File: config.mk
export PLATFORM = sky130hd
export DESIGN_NAME = fir_out_fifo
export DESIGN_NICKNAME = d
export VERILOG_FILES = /design/src/rtl/fir_out_fifo.sv
export SDC_FILE = /design/constraint.sdc
export NUM_CORES = 1
export LEC_CHECK = 0
export BUFFER_PORTS_ARGS = -buffer_cell sky130_fd_sc_hd__buf_4
export CORE_AREA = 2 2 170 172
export CTS_CLUSTER_SIZE = 12
export DETAILED_ROUTE_END_ITERATION = 7
export DIE_AREA = 0 0 172 174
export SLEW_MARGIN = 20
export SYNTH_ARGS = -nofsm -noshare
export SYNTH_HDL_FRONTEND = slang
export SYNTH_SLANG_ARGS = --single-unit
File: constraint.sdc
create_clock -name clk -period 7.6 [get_ports clk]
set_input_delay 0.76 -clock clk [delete_from_list [all_inputs] [get_ports clk]]
set_output_delay 0.76 -clock clk [all_outputs]
set_load 0.01 [all_outputs]
File: src/rtl/fir_out_fifo.sv
// Output capture FIFO behind the FIR stage: samples the filter result on each
// qualified strobe, tags the first sample of each valid run, counts drops.
module fir_out_fifo #(
  parameter int WIDTH = 14,
  parameter int DEPTH = 16,   // power of 2, >= 2
  parameter int CNT_W = 16
) (
  input  logic                     clk,
  input  logic                     rst,
  input  logic [WIDTH-1:0]         in,
  input  logic                     in_stb,
  input  logic                     in_valid,
  output logic [WIDTH-1:0]         out_data,
  output logic                     out_first,
  output logic                     out_valid,
  input  logic                     out_ready,
  output logic [$clog2(DEPTH):0]   level,
  output logic                     overflow,
  output logic [CNT_W-1:0]         drop_cnt,
  input  logic                     clr_ovf
);

  localparam int AW = $clog2(DEPTH);
  localparam logic [AW:0]      PTR_ONE = {{AW{1'b0}}, 1'b1};
  localparam logic [CNT_W-1:0] CNT_ONE = {{(CNT_W-1){1'b0}}, 1'b1};
  localparam logic [CNT_W-1:0] CNT_MAX = '1;

  logic [WIDTH:0]    r_mem [DEPTH];
  logic [AW:0]       r_wr_ptr;
  logic [AW:0]       r_rd_ptr;
  logic [AW:0]       r_level;
  logic              r_overflow;
  logic              r_first_pend;
  logic [CNT_W-1:0]  r_drop_cnt;

  logic [AW-1:0]     w_wr_idx;
  logic [AW-1:0]     w_rd_idx;
  logic              w_empty;
  logic              w_full;
  logic              w_wr;
  logic              w_pop;
  logic              w_accept;
  logic              w_drop;
  logic [WIDTH:0]    w_head;

  assign w_wr_idx = r_wr_ptr[AW-1:0];
  assign w_rd_idx = r_rd_ptr[AW-1:0];
  assign w_empty  = (r_wr_ptr == r_rd_ptr);
  assign w_full   = (w_wr_idx == w_rd_idx) && (r_wr_ptr[AW] != r_rd_ptr[AW]);

  // Handshake: the head is transferred on any edge where out_valid and
  // out_ready are both high; out_valid never depends on out_ready.
  assign w_wr     = in_stb & in_valid;
  assign w_pop    = ~w_empty & out_ready;
  // A pop in the same cycle frees the slot a full FIFO would otherwise lack.
  assign w_accept = w_wr & (~w_full | w_pop);
  assign w_drop   = w_wr & w_full & ~w_pop;

  assign w_head    = r_mem[w_rd_idx];
  assign out_data  = w_head[WIDTH-1:0];
  assign out_first = w_head[WIDTH];
  assign out_valid = ~w_empty;
  assign level     = r_level;
  assign overflow  = r_overflow;
  assign drop_cnt  = r_drop_cnt;

  // Storage is not reset; the pointers alone define what is live.
  always_ff @(posedge clk) begin
    if (rst && w_accept) begin
      r_mem[w_wr_idx] <= {r_first_pend, in};
    end
  end

  always_ff @(posedge clk) begin
    if (!rst) begin
      r_wr_ptr <= '0;
      r_rd_ptr <= '0;
      r_level  <= '0;
    end else begin
      if (w_accept) r_wr_ptr <= r_wr_ptr + PTR_ONE;
      if (w_pop)    r_rd_ptr <= r_rd_ptr + PTR_ONE;
      case ({w_accept, w_pop})
        2'b10:   r_level <= r_level + PTR_ONE;
        2'b01:   r_level <= r_level - PTR_ONE;
        default: r_level <= r_level;
      endcase
    end
  end

  // A dropped sample leaves first_pend armed for the next accepted one.
  always_ff @(posedge clk) begin
    if (!rst) begin
      r_first_pend <= 1'b1;
    end else if (!in_valid) begin
      r_first_pend <= 1'b1;
    end else if (w_accept) begin
      r_first_pend <= 1'b0;
    end
  end

  // A drop coincident with a clear wins and counts as the first new drop.
  always_ff @(posedge clk) begin
    if (!rst) begin
      r_overflow <= 1'b0;
      r_drop_cnt <= '0;
    end else if (w_drop) begin
      r_overflow <= 1'b1;
      if (clr_ovf) begin
        r_drop_cnt <= CNT_ONE;
      end else if (r_drop_cnt != CNT_MAX) begin
        r_drop_cnt <= r_drop_cnt + CNT_ONE;
      end
    end else if (clr_ovf) begin
      r_overflow <= 1'b0;
      r_drop_cnt <= '0;
    end
  end

endmodule

==> impl_results.md <==
* Status: finished clean
* Post-synth top area cell: edfxtp_1
* Vias per cell at 5.41
* Core Util, Final at 45.5%
* Most common cell after layout, fill and taps aside: edfxtp_1
* Flop pwr share at 51.6%
* Register bit total from synthesis at 277
* DIE HEIGHT at 174 um
* Max Freq at 252 MHz
* Hold WC Path Type: input pin to flop
* Yosys top cell area share at 65.4%
* Top FF cell, synth: edfxtp_1
* Max cap viols at 0
* # DRC at 0
* Multi-input logic area at 0.00292 mm2
* Crit-path cells: buf_4 > mux4_2 > mux4_2 > buf_4
* Switch Pwr at 0.703 mW
* Critical R2R Capture: r_mem[10][8]
* Hold wc startpoint: in_valid
* IO Count at 58
* Slowest CP cell: buf_4
* Area taken by flip-flops and latches at 0.00795 mm2
* Buf/Inv on CP at 2
* GRT Overall Usage at 16.1%
* Crit Path Category: flop to primary output
* Post-synthesis async set-or-reset flop share at 0%
* # setup viols final at 0
* Number of distinct library cells after synthesis at 46
* P_int at 2.57 mW
* H-tree depth at 1
* Largest net degree at the start of global routing at 61
* Core area at 0.0282 mm2
* Crit path DAT at 3.20 ns
* Pre-antenna DRT Iters at 4
* Worst-margin pin slew at 1.13 ns
* CTS Hold Buffers Added at 0
* Post-synthesis cell area at 0.0110 mm2
* Placed Instance Area at 0.0120 mm2
* Ratio of cells with drive above 1 in the final layout at 28.9%
* Final HPWL DP at 14.0 mm
* Post CTS Setup Buffer Count at 0
* Most frequent cells in the layout: edfxtp_1 (240), buf_4 (76), mux4_2 (75)
* Pwr/cell area at 255 mW/mm2
* Routed vias at 5789
* Clock network power share at 39.7%
* Post-DRT Antenna Nets at 0
* CP startpoint kind: flop
* Setup crit end kind: primary output
* First-pass GRT wire length at 36.0 mm
* Post-synth EDFFs at 240
* Avg WL per Cell at 21.9 um
* GR Overflow Total at 0
* Post-CTS sizing at 0
* DRT iter0 DRCs at 406
* Syn Area/Cell at 19.0 um2
* Drt total wl at 23.4 mm
* Diode count at 0
* Clock Tree Root: clkbuf_16
* FF-to-FF Start: r_rd_ptr[4]
* Worst vdd ir at 0.000159 V
* Switching part of the total at 21.5%
* Gate count of the mapped netlist at 581
* Slew margin rel. at 24.4%
* Hold EP: r_first_pend
* Synth warnings at 0
* Initial antenna violation count at 0
* Hold depth at 2
* Hold slack at 0.462 ns
* Die outline width at 172 um
* Routability congestion estimate at 0.785
* Clk_lat worst skew at 0.54 ns
* R2R depth at 6
* Number of global-route vias before repair at 6021
* Total CTS buffers at 29
* Unrepaired setup endpoints after global routing: false
* Gate power share at 8.7%
* Largest stage delay, worst path at 0.72 ns
* Final hold violations at 0
* Filler Cell Count at 2445
* Top Family by Delay on Critical Path: multiplexers
* Power Total at 3.27 mW
* R2R setup slack at 4.30 ns
* Tcrit/Tclk final at 52.1%
* Initial core utilization at 39.0%
* Total die area at 0.0299 mm2
* Critical Path Stages at 4
* CTS tree: built
* Buffers added on ports at 57
* Post-layout min period at 3.96 ns
* Area grow syn2layout at 16.5%
* Synth area leaders: edfxtp_1 (65%), mux4_2 (15%), dfxtp_1 (6.7%), nor2_1 (1.1%), ha_1 (0.91%)
* CP Max Fanout at 39
* Final Skew at 0.00718 ns
* Sequential-to-total area share from yosys stat at 72.1%
* Pleak at 4.02 nW
* Syn nets at 609
* Row count at 62
* Nets@finish at 691
* Slew Viols, Final at 0
* Post-route cell area at 0.0128 mm2
* Clock Tree Buf Depth at 3
* CTS sink count at 277
* Clk pin slew, worst setup/hold paths at 0.06 ns
* Setup TNS at 0 ns
* WP data required at 6.84 ns
logic make-up after synthesis:
group | Yosys count | share of synthesized area (%)
DFF | 277 | 72.1
and+or+nand+nor | 104 | 4.82
muxes | 81 | 15.9
AOI/OAI and AO/OA | 60 | 3.47
buffers and inverters | 35 | 1.44
xor gates and xnor gates | 16 | 1.34
adders and majority gates | 8 | 0.908
per-layer routing:
metal | up-vias | wire length, um | global-route usage [%]
li1 | 2548 | - | -
met1 | 3023 | 9740 | 21.4
met3 | 36 | 1160 | 2.53
met2 | 182 | 11900 | 27.4
met4 | 0 | 548 | 4.62
met5 | - | 0 | 0
sequential cells by signal, summed over array words and instances, names as in the netlist, named ones only:
signal	flops
r_mem	240
drop_cnt	16
level	5
r_rd_ptr	5
r_wr_ptr	5
overflow	1
r_first_pend	1
final cells by class:
class,instances,share of cell area (%)
clock buffer,47,6.57
clock inverter,7,0.321
inverter,10,0.292
multi-input combinational,269,22.7
sequential,277,61.9
tap,384,3.74
timing repair buffer,76,4.44
cells in the mapped netlist, drive strengths merged, types with 2 or more instances:
master and count:
ha 8, clkbuf 13, a21oi 20, and3 2
nand2b 5, and2 2, xnor2 11, inv 9
edfxtp 240, mux2 2, and4 3, or3 4
nand2 25, o21ai 10, buf 12, mux4 75
xor2 5, or4 10, a31oi 3, o211ai 7
nor3 2, nand4 5, nor2 32, dfxtp 37
nand3b 2, o21a 2, mux2i 4, o31ai 10
nand3 10
power by group through the flow:
stage               combinational (mW)  sequential, mW  clock, mW
CTS                              0.290            1.69       1.33
global placement                 0.281            1.72          0
detailed placement               0.289            1.72          0
finish                           0.284            1.69       1.30
global route                     0.309            1.69       1.40
floorplan                        0.213            1.71          0
per-stage QoR:
stage | setup WS (ns) | cells
3_3_place_gp | 4.13 | 1016
4_1_cts | 3.51 | 1070
6_report | 3.64 | 1070
2_1_floorplan | 4.94 | 581
5_1_grt | 3.37 | 1070
3_5_place_dp | 4.10 | 1016
worst max-delay path by stage:
stage,endpoint,slack [ns]
floorplan,r_mem[5][0],4.94
global route,out_data[12],3.37
detailed placement,out_data[3],4.10
global placement,out_data[12],4.13
CTS,out_data[12],3.51
finish,out_data[3],3.64
Power figures use the tool's default switching activity.
